`config.mk`:
```
export PLATFORM = sky130hd
export DESIGN_NAME = level_monitor
export DESIGN_NICKNAME = d
export VERILOG_FILES = /design/src/rtl/level_monitor_pkg.sv /design/src/rtl/level_monitor_sat_counter.sv /design/src/rtl/level_monitor.sv
export SDC_FILE = /design/constraint.sdc
export NUM_CORES = 1
export LEC_CHECK = 0
export CORE_UTILIZATION = 50
export CTS_BUF_LIST = sky130_fd_sc_hd__clkbuf_4 sky130_fd_sc_hd__clkbuf_8 sky130_fd_sc_hd__clkbuf_16
export DETAILED_ROUTE_END_ITERATION = 10
export GPL_ROUTABILITY_DRIVEN = 0
export PLACE_DENSITY = 0.71
export SLEW_MARGIN = 20
export SYNTH_ARGS = -nofsm -noshare
export SYNTH_HDL_FRONTEND = slang
export SYNTH_SLANG_ARGS = --single-unit
```
`constraint.sdc`:
```
create_clock -name clk -period 1.85 [get_ports clk]
set_input_delay 0.37 -clock clk [delete_from_list [all_inputs] [get_ports clk]]
set_output_delay 0.37 -clock clk [all_outputs]
set_load 0.03 [all_outputs]
```
`src/rtl/level_monitor_pkg.sv`:
```
`default_nettype none
// ============================================================================
// Module   : level_monitor_pkg
// Brief    : FSM encodings, default sizing and the majority helper shared by
//            the level monitor files.
// Revision : 1.0 - initial release
// ============================================================================
package level_monitor_pkg;

    typedef enum logic [1:0] {
        ST_IDLE   = 2'd0,
        ST_RUN    = 2'd1,
        ST_REPORT = 2'd2
    } state_e;

    localparam int DEFAULT_WINDOW = 32;
    localparam int DEFAULT_CNT_W  = 8;

    function automatic logic majority3(input logic a, input logic b, input logic c);
        return (a & b) | (a & c) | (b & c);
    endfunction

endpackage
`default_nettype wire

```
`src/rtl/level_monitor_sat_counter.sv`:
```
`default_nettype none
// ============================================================================
// Module   : level_monitor_sat_counter
// Brief    : W-bit up counter with synchronous clear that sticks at all-ones.
// Revision : 1.0 - initial release
// ============================================================================
module level_monitor_sat_counter #(
    parameter int W = 8
) (
    input  logic         clk,
    input  logic         rst_n,
    input  logic         clr,
    input  logic         inc,
    output logic [W-1:0] q
);
    logic [W-1:0] q_q, q_d;

    always_comb begin
        q_d = q_q;
        if (clr) begin
            q_d = '0;
        end else if (inc && (q_q != '1)) begin
            q_d = q_q + 1'b1;
        end
    end

    always_ff @(posedge clk) begin
        if (!rst_n) begin
            q_q <= '0;
        end else begin
            q_q <= q_d;
        end
    end

    assign q = q_q;

endmodule
`default_nettype wire

```
`src/rtl/level_monitor.sv`:
```
`default_nettype none
// ============================================================================
// Module   : level_monitor
// Brief    : Samples din for WINDOW cycles after start and reports level
//            pass/fail, stuck flags, toggle count and first mismatch index.
//            Optional LEVEL_MON_FILTER_EN: 3-sample majority filter on din.
// Revision : 1.0 - initial release
// ============================================================================
module level_monitor
    import level_monitor_pkg::*;
#(
    parameter int WINDOW = DEFAULT_WINDOW,
    parameter int CNT_W  = DEFAULT_CNT_W,
    localparam int WIN_W = $clog2(WINDOW + 1)
) (
    input  logic             clk,
    input  logic             rst_n,
    input  logic             start,
    input  logic             din,
    input  logic             expected,
    output logic             busy,
    output logic             done,
    output logic             pass,
    output logic             stuck_high,
    output logic             stuck_low,
    output logic [CNT_W-1:0] toggle_cnt,
    output logic [WIN_W-1:0] first_err
);
    localparam logic [WIN_W-1:0] c_last_idx = WIN_W'(WINDOW - 1);
    localparam logic [WIN_W-1:0] c_no_err   = WIN_W'(WINDOW);

    state_e           state_q, state_d;
    logic [WIN_W-1:0] samp_cnt_q, samp_cnt_d;
    logic             exp_q, exp_d;
    logic             prev_q, prev_d;
    logic             acc_pass_q, acc_pass_d;
    logic             acc_hi_q, acc_hi_d;
    logic             acc_lo_q, acc_lo_d;
    logic [WIN_W-1:0] acc_err_q, acc_err_d;
    logic             done_q, done_d;
    logic             pass_q, pass_d;
    logic             stuck_high_q, stuck_high_d;
    logic             stuck_low_q, stuck_low_d;
    logic [WIN_W-1:0] first_err_q, first_err_d;

    logic w_mon;
    logic w_accept;
    logic w_run;
    logic w_last;
    logic w_mis;
    logic w_tog_inc;

`ifdef LEVEL_MON_FILTER_EN
    // History keeps shifting in every state so the first window sample already
    // has two real predecessors.
    logic [1:0] hist_q, hist_d;

    always_comb begin
        hist_d = {hist_q[0], din};
    end

    always_ff @(posedge clk) begin
        if (!rst_n) begin
            hist_q <= '0;
        end else begin
            hist_q <= hist_d;
        end
    end

    assign w_mon = majority3(din, hist_q[0], hist_q[1]);
`else
    assign w_mon = din;
`endif

    assign w_accept  = (state_q == ST_IDLE) && start;
    assign w_run     = (state_q == ST_RUN);
    assign w_last    = w_run && (samp_cnt_q == c_last_idx);
    assign w_mis     = (w_mon != exp_q);
    assign w_tog_inc = w_run && (samp_cnt_q != '0) && (w_mon != prev_q);

    // ---------------- FSM: state register ----------------
    always_ff @(posedge clk) begin
        if (!rst_n) begin
            state_q <= ST_IDLE;
        end else begin
            state_q <= state_d;
        end
    end

    // ---------------- FSM: next state ----------------
    always_comb begin
        state_d = state_q;
        case (state_q)
            ST_IDLE:   if (start)  state_d = ST_RUN;
            ST_RUN:    if (w_last) state_d = ST_REPORT;
            ST_REPORT: state_d = ST_IDLE;
            default:   state_d = ST_IDLE;
        endcase
    end

    // ---------------- FSM: outputs ----------------
    always_comb begin
        busy       = (state_q == ST_RUN);
        done       = done_q;
        pass       = pass_q;
        stuck_high = stuck_high_q;
        stuck_low  = stuck_low_q;
        first_err  = first_err_q;
    end

    // The final sample is folded in combinationally so results land on the
    // same edge that takes the last sample.
    always_comb begin
        samp_cnt_d   = samp_cnt_q;
        exp_d        = exp_q;
        prev_d       = prev_q;
        acc_pass_d   = acc_pass_q;
        acc_hi_d     = acc_hi_q;
        acc_lo_d     = acc_lo_q;
        acc_err_d    = acc_err_q;
        done_d       = 1'b0;
        pass_d       = pass_q;
        stuck_high_d = stuck_high_q;
        stuck_low_d  = stuck_low_q;
        first_err_d  = first_err_q;

        if (w_accept) begin
            exp_d        = expected;
            samp_cnt_d   = '0;
            acc_pass_d   = 1'b1;
            acc_hi_d     = 1'b1;
            acc_lo_d     = 1'b1;
            acc_err_d    = c_no_err;
            pass_d       = 1'b0;
            stuck_high_d = 1'b0;
            stuck_low_d  = 1'b0;
            first_err_d  = '0;
        end else if (w_run) begin
            prev_d     = w_mon;
            samp_cnt_d = samp_cnt_q + 1'b1;
            acc_pass_d = acc_pass_q & ~w_mis;
            acc_hi_d   = acc_hi_q & w_mon;
            acc_lo_d   = acc_lo_q & ~w_mon;
            if ((acc_err_q == c_no_err) && w_mis) begin
                acc_err_d = samp_cnt_q;
            end
            if (w_last) begin
                done_d       = 1'b1;
                pass_d       = acc_pass_d;
                stuck_high_d = acc_hi_d;
                stuck_low_d  = acc_lo_d;
                first_err_d  = acc_err_d;
            end
        end
    end

    always_ff @(posedge clk) begin
        if (!rst_n) begin
            samp_cnt_q   <= '0;
            exp_q        <= 1'b0;
            prev_q       <= 1'b0;
            acc_pass_q   <= 1'b0;
            acc_hi_q     <= 1'b0;
            acc_lo_q     <= 1'b0;
            acc_err_q    <= '0;
            done_q       <= 1'b0;
            pass_q       <= 1'b0;
            stuck_high_q <= 1'b0;
            stuck_low_q  <= 1'b0;
            first_err_q  <= '0;
        end else begin
            samp_cnt_q   <= samp_cnt_d;
            exp_q        <= exp_d;
            prev_q       <= prev_d;
            acc_pass_q   <= acc_pass_d;
            acc_hi_q     <= acc_hi_d;
            acc_lo_q     <= acc_lo_d;
            acc_err_q    <= acc_err_d;
            done_q       <= done_d;
            pass_q       <= pass_d;
            stuck_high_q <= stuck_high_d;
            stuck_low_q  <= stuck_low_d;
            first_err_q  <= first_err_d;
        end
    end

    level_monitor_sat_counter #(
        .W (CNT_W)
    ) u_toggle_cnt (
        .clk   (clk),
        .rst_n (rst_n),
        .clr   (w_accept),
        .inc   (w_tog_inc),
        .q     (toggle_cnt)
    );

endmodule
`default_nettype wire

```
==> metrics.txt, run 1 <==
outcome=completed; Max Fclk=0.5582 GHz; Period Utilization, post-route=96.84%; critical-path cell list=clkdlybuf4s50_1; vias per inst=5.483; Die Span X=58.95 µm; hold path depth=2; worst-path fanout max=4; worst setup path category=reg2out; synthesized cell area=1622 µm²; clk_skew=0.003340 ns; total wire length=about 3500 µm; sequential share of the synthesized area=45.68%; worst-case clock buffer depth=2; Place WS=-0.1770 ns; largest stage delay on the critical path=0.69 ns; crit path launch=u_toggle_cnt.q[1]$_SDFFE_PP0P_; final setup vio count=0; Gate Count Post-Synth=178; largest net degree at the start of global routing=14; initial antenna violation count=0; Buffers & Inverters on Critical Path=1; Initial DRT Pass Iterations=6; r2r endpoint=u_toggle_cnt.q[4]$_SDFFE_PP0P_; ANT cells=0; Die ar.=3475 µm²; total track usage=22.50%; Syn Area/Cell=9.110 µm²; hold buffer count at cts=0; DP Cell Count=252; boundary pin count=24; Synth area leaders=dfxtp_1 (46%), a21oi_1 (4.6%), nor2_1 (3.9%), nand2_1 (3.7%), o21ai_0 (2.8%); ys flop type=dfxtp_1; Vert. Die Dim=58.95 µm; synth warn=0; vias in the first global route=1,231; Hold Crit Class=reg2reg; core area=between 3000 and 4000 µm²; Final Util=67.95%; worst-case reg-to-reg path depth=7; final setup margin=0.05837 ns; Unique masters post-synth=45; shortest period the worst path allows=1.792 ns; max cap viols=0; post-detail-place hpwl=2483 µm; Least-Margin Pin Slew=~0.38 ns; number of synthesized register bits=37; syn nets=between 150 and 200; Slew Viols, Final=0; CTS clk-pin slew, worst paths=approximately 0.10 ns; largest family of logic cells by synthesized area=simple AND/OR/NAND/NOR gates; crit start category=register; layout cell share with drive strength beyond 1=17.97%; Post-Synth Simple-Gate Area=about a quarter; initial core utilization=53.11%; area grow syn2layout=27.93%; Routed wire per std cell=13.42 µm; Cell Pwr Density=roughly 680 nW/µm²; share of synthesized registers carrying an async set or reset=0%; Post-synth EDFFs=0; htree depth=2; row count=20; Inserted Clock Buffers=5; Relative slew margins=74.33%; Hold Path Sink=first_err[5]$_SDFFE_PP0P_; total number of vias=1,431; Clock Sinks=37; Synth Area in Compound Gates=20.83%; required time of the critical path=1.48 ns; hold_ws=0.4555 ns; Leak=0.0008446 µW; commonest non-fill, non-tap cell in the layout=dfxtp_1; Hold Crit Start=first_err[5]$_SDFFE_PP0P_; multiplexer share of the synthesized area=0%; top-area cell type share of the netlist area=45.68%; Worst EP arrival=1.42 ns; Final Non-Filler Cells=261; FF-to-FF setup slack=0.14 ns; post-synth top area cell=dfxtp_1; critical path's top delay family=buffers and inverters; Critical Path Sink Type=primary output; DR iter-0 viols=58; # fillers=between 200 and 300; clock root buffer=clkbuf_4; slowest stage cell, crit path=clkdlybuf4s50_1; gr ovfl total=0; # nets final=225; DR DRC count=0; Fin. Hold Viols=0; first-pass GRT wire length=~5700 µm; most frequent cells in the layout=dfxtp_1 (37), nor2_1 (17), buf_4 (17); Worst R2R Start=samp_cnt_q[0]$_SDFFE_PP0P_; unrepaired setup endpoints after global routing=no; Synth Area in Adders=under 10%; Peak supply drop=0.4739 mV; number of routed nets with antenna violations=0; Clk Latency, worst-skew pair=0.34 ns; XOR/XNOR Fraction of Synth Area=3.704%; CTS tree=done; PortBufs=23
power breakdown:
| group | leakage [µW] | total, µW | switching, µW | internal, µW |
|---|---|---|---|---|
| logic | 0.000510 | 139 | 77.4 | 62.1 |
| clock network | 0.0000348 | 450 | 256 | 194 |
| registers | 0.000300 | 819 | 9.16 | 810 |
stage by stage:
| step | power, µW | setup TNS (ns) | area (µm²) |
|---|---|---|---|
| 2_1_floorplan | 915.7 | 0 | 1622 |
| 3_3_place_gp | 969.3 | -1.509 | 1984 |
| 3_5_place_dp | 972.7 | -2.383 | 1984 |
| 4_1_cts | 1415 | 0 | 2049 |
| 5_1_grt | 1475 | 0 | 2074 |
| 6_report | 1409 | 0 | 2074 |
synthesized netlist by cell type, types with 2 or more instances:
cell type	count
nand3_1	4
nand3b_1	3
nor2_1	17
a211oi_1	5
a21oi_1	15
or3_1	5
and2_1	3
o21ai_0	9
dfxtp_1	37
xor2_1	4
o21ai_1	5
o211ai_1	2
nand2_1	16
ha_1	3
nand4_1	3
buf_2	3
inv_1	5
and3_1	2
clkbuf_1	3
a21boi_0	4
nand2b_1	2
a21oi_2	5
tightest hold or removal path: stages (launching register included):
cell and delay (ns):
dfxtp_1 0.32, nand2_1 0.05, a21oi_1 0.05
cell families after synthesis:
| kind of cell | Yosys count |
|---|---|
| AOI/OAI and AO/OA | 52 |
| xor gates and xnor gates | 6 |
| adders and majority gates | 3 |
| buffers and inverters | 13 |
| DFF | 37 |
| and+or+nand+nor | 67 |
worst max-delay path by stage:
stage	end	slack (ns)	depth (start not counted)
after floorplan	u_toggle_cnt.q[0]$_SDFFE_PP0P_	0.25	7
after global placement	u_toggle_cnt.q[2]$_SDFFE_PP0P_	-0.14	5
after detailed placement	u_toggle_cnt.q[2]$_SDFFE_PP0P_	-0.18	5
after CTS	toggle_cnt[5]	0.03	1
after global routing	toggle_cnt[1]	0.001	1
final	toggle_cnt[1]	0.06	1
flip-flops by register name, indices dropped and copies added, names as in the netlist:
| name | flops |
|---|---|
| acc_err_q | 6 |
| acc_hi_q | 1 |
| acc_lo_q | 1 |
| acc_pass_q | 1 |
| done | 1 |
| exp_q | 1 |
| first_err | 6 |
| pass | 1 |
| prev_q | 1 |
| samp_cnt_q | 6 |
| state_q | 2 |
| stuck_high | 1 |
| stuck_low | 1 |
| u_toggle_cnt.q | 8 |
layout make-up:
type / instances / area (µm²) / share of cell area [%]
clock buffer: 7 / 58.81 / 2.835
inverter: 5 / 18.77 / 0.9047
sequential: 37 / 740.7 / 35.71
tap: 44 / 55.05 / 2.654
timing repair buffer: 40 / 375.4 / 18.09
multi-input combinational: 128 / 825.8 / 39.81
timing repair:
item	4_1_cts	5_1_grt
resized for setup	3	4
buffers inserted	0	2
setup endpoints to repair	4	6
pin swaps	0	1
per-layer routing:
metal,share of wire [%],track usage [%],vias up
met4,1.1,10.20,0
li1,-,-,720
met3,4.9,4.615,8
met5,0,0,-
met2,48,35.23,44
met1,46,29.81,659
Note: power is estimated with default switching activity, not from simulation.
==> run 2: changes to the inputs <==
SLEW_MARGIN = default   (was 20)
==> results of run 2 <==
Same layout as run 1: the final DEF is identical, and so are final timing and power.
==> RTL change: new RTL, flow settings as in run 1 <==
The 3 states of `state_e` get a one-hot encoding in 3 bits.
--- a/src/rtl/level_monitor_pkg.sv
+++ b/src/rtl/level_monitor_pkg.sv
@@ -8,8 +8,8 @@
 package level_monitor_pkg;
 
-    typedef enum logic [1:0] {
-        ST_IDLE   = 2'd0,
-        ST_RUN    = 2'd1,
-        ST_REPORT = 2'd2
+    typedef enum logic [2:0] {
+        ST_IDLE   = 3'b001,
+        ST_RUN    = 3'b010,
+        ST_REPORT = 3'b100
     } state_e;
 
Formal check against the unedited RTL: same outputs for any inputs over 10 cycles, from zero or initial values and one cycle with rst_n low; not proved beyond that.
==> RTL change against run 1 <==
Design area grew 4.5%; worst setup slack lost 40 ps; total power shrank 2.6%; synthesized area shrank 1.9%; wire length grew 18%; die area shrank 1.9%; worst hold slack gained 8.8 ps; clock skew grew 16 ps; final cell count grew 5.0%; combinational power shrank 22%; sequential cell count grew 1; critical endpoint is now u_toggle_cnt.q[0]$_SDFFE_PP0P_.
==> RTL change: results (changes against run 1) <==
{| class="wikitable"
! Metric !! Value
|-
| Worst Hold Endpoint || pass$_SDFFE_PP0P_
|-
| Insertion delay to the later sink of the worst-skew pair || 350 ps
|-
| Total net switching power || 0.321 mW (-6.2%)
|-
| Max transition margin || 0.661 (-0.0823)
|-
| Sequential area share after synthesis || 0.478 (+0.0216)
|-
| Dominant cells by area after synthesis || dfxtp_1 (48%), a21oi_1 (5.0%), nor2_1 (4.2%)
|-
| Result of the run || finished clean
|-
| Worst path slowest cell || or3b_4
|-
| Routed WL per cell || 15.1 um (+13%)
|-
| Max VDD drop || 0.000391 V (-17%)
|-
| Met1 WL || 1.78 mm (+10%)
|-
| Critical register-to-register path startpoint || state_q[2]$_SDFFE_PN0P_
|-
| Hold_sp || pass$_SDFFE_PP0P_
|-
| Met3 WL post-DR || 210 um (+24%)
|-
| Routed wire length on met2 || 2.09 mm (+24%)
|-
| Adder-Cell Fraction of Synth Area || 0.0236 (+0.000455)
|-
| Placed cells || 261 (+3.6%)
|-
| Post-synth cell types || 36 (-20%)
|-
| Reg2Reg Setup Slack || 20 ps (-120 ps)
|-
| Post-Syn Nets || 190 (+2.2%)
|-
| Clock buffers created by TritonCTS || 5 (unchanged)
|-
| Placed wire-length estimate after detailed placement || 2.77 mm (+12%)
|-
| Worst path max stage delay || 410 ps (-280 ps)
|-
| Clock input transition at the sequential cells of the worst setup and hold paths || 120 ps (+20 ps)
|-
| Total of fill cells in the finished design || 258 (-3.7%)
|-
| Net count, final || 239 (+6.2%)
|-
| First-pass iteration count of the detailed router || 4 (-2)
|-
| Fin cells || 274 (+5.0%)
|-
| R2R depth || 5 (-2)
|-
| Per-cell via count in the routed design || 5.72 (+4.2%)
|-
| Number of buffers on the longest clock path || 2 (unchanged)
|-
| Area share of xor/xnor cells in the synthesized design || 0.0386 (+0.00152)
|-
| Via count of the first global-routing pass || 1510 (+23%)
|-
| Top cell family by delay on the critical path || simple AND/OR/NAND/NOR gates
|-
| Detailed router's first-iteration violation count || 68 (+17%)
|-
| Maximum number of pins on one net before global-route repair || 21 (+7)
|-
| Worst Skew || 19.1 ps (+15.8 ps)
|-
| Gate Count Post-Synth || 182 (+2.2%)
|-
| Most common library cells after synthesis || dfxtp_1 (38), nor2_1 (18), a21oi_1 (16), nand2_1 (13), o21ai_0 (13)
|-
| Proportion of layout cells with a drive suffix above 1 || 0.196 (+0.0159)
|-
| Worst-path maximum fanout || 6 (+2)
|-
| Static leakage || 0.906 nW (+7.3%)
|-
| Compound-gate portion of the synthesized area || 0.190 (-0.0179)
|-
| Global-route wire length before repair || 6.67 mm (+16%)
|-
| Worst path arrival time || 2110 ps (+690 ps)
|-
| GRT Resource Usage Total || 0.256 (+0.0308)
|-
| Worst r2r dst || u_toggle_cnt.q[0]$_SDFFE_PP0P_
|}
## RTL change: cell count changes after synthesis, moves of 4 or more
| cell | change |
|---|---|
| a21oi_2 | -5 |
| nand3_1 | +5 |
| o21ai_1 | -5 |
| or4_1 | +5 |
| clkbuf_1 | +4 |
| o21ai_0 | +4 |
## RTL change: area by class of cell
| cell class | instances | area share |
|---|---|---|
| clock buffer | 6 | 0.0237 |
| inverter | 6 | 0.0115 |
| multi-input combinational | 130 | 0.375 |
| sequential | 38 | 0.352 |
| tap | 44 | 0.0254 |
| timing repair buffer | 50 | 0.212 |
## RTL change: worst min-delay path, delay by kind of cell (launching register included)
family          cells  cell delay, ps
flops               1             320
simple gates        1              50
compound gates      1              50
## RTL change: cells by family after synthesis
| family | after synthesis |
|---|---|
| simple gates | 70 |
| compound gates | 49 |
| xor+xnor | 7 |
| fa+ha+maj | 3 |
| flops | 38 |
| buf+inv | 15 |
## RTL change: worst max path at each step
stage	startpoint	endpoint	cells past startpoint
after floorplan	state_q[2]$_SDFFE_PN0P_	u_toggle_cnt.q[2]$_SDFFE_PP0P_	6
after global placement	din	u_toggle_cnt.q[5]$_SDFFE_PP0P_	5
after detailed placement	din	u_toggle_cnt.q[0]$_SDFFE_PP0P_	6
after CTS	state_q[0]$_SDFFE_PN1P_	u_toggle_cnt.q[0]$_SDFFE_PP0P_	5
after global routing	state_q[2]$_SDFFE_PN0P_	u_toggle_cnt.q[3]$_SDFFE_PP0P_	5
final	state_q[2]$_SDFFE_PN0P_	u_toggle_cnt.q[0]$_SDFFE_PP0P_	5
## RTL change: stage by stage
stage	cell area (um2)	hold slack (ps)	setup slack (ps)	TNS (ps)	utilization
final	2170	464	18.4	0	0.716
after global routing	2170	488	-24.1	-95.8	0.716
after CTS	2110	468	-20.4	-48.3	0.697
after detailed placement	1990	454	-342	-3820	0.659
after global placement	1990	443	-297	-3350	0.659
after floorplan	1590	444	3.23	0	-
## RTL change: routing by layer
| metal | up-vias | GRT usage |
|---|---|---|
| met3 | 11 | 0.0527 |
| met2 | 55 | 0.460 |
| met4 | 0 | 0.102 |
| met5 | - | 0 |
| li1 | 753 | - |
| met1 | 747 | 0.296 |
## RTL change: power groups by stage
| stage | Sequential [mW] | Clock (mW) | Combinational [mW] |
|---|---|---|---|
| after floorplan | 0.857 | 0 | 0.0515 |
| after global placement | 0.858 | 0 | 0.0911 |
| after detailed placement | 0.859 | 0 | 0.0938 |
| after CTS | 0.840 | 0.428 | 0.103 |
| after global routing | 0.842 | 0.449 | 0.118 |
| final | 0.840 | 0.424 | 0.108 |
## RTL change: timing repair
action	4_1_cts	5_1_grt
gates cloned	1	0
pin swaps	8	9
resized for setup	9	13
setup endpoints to repair	6	19
setup buffers	4	3
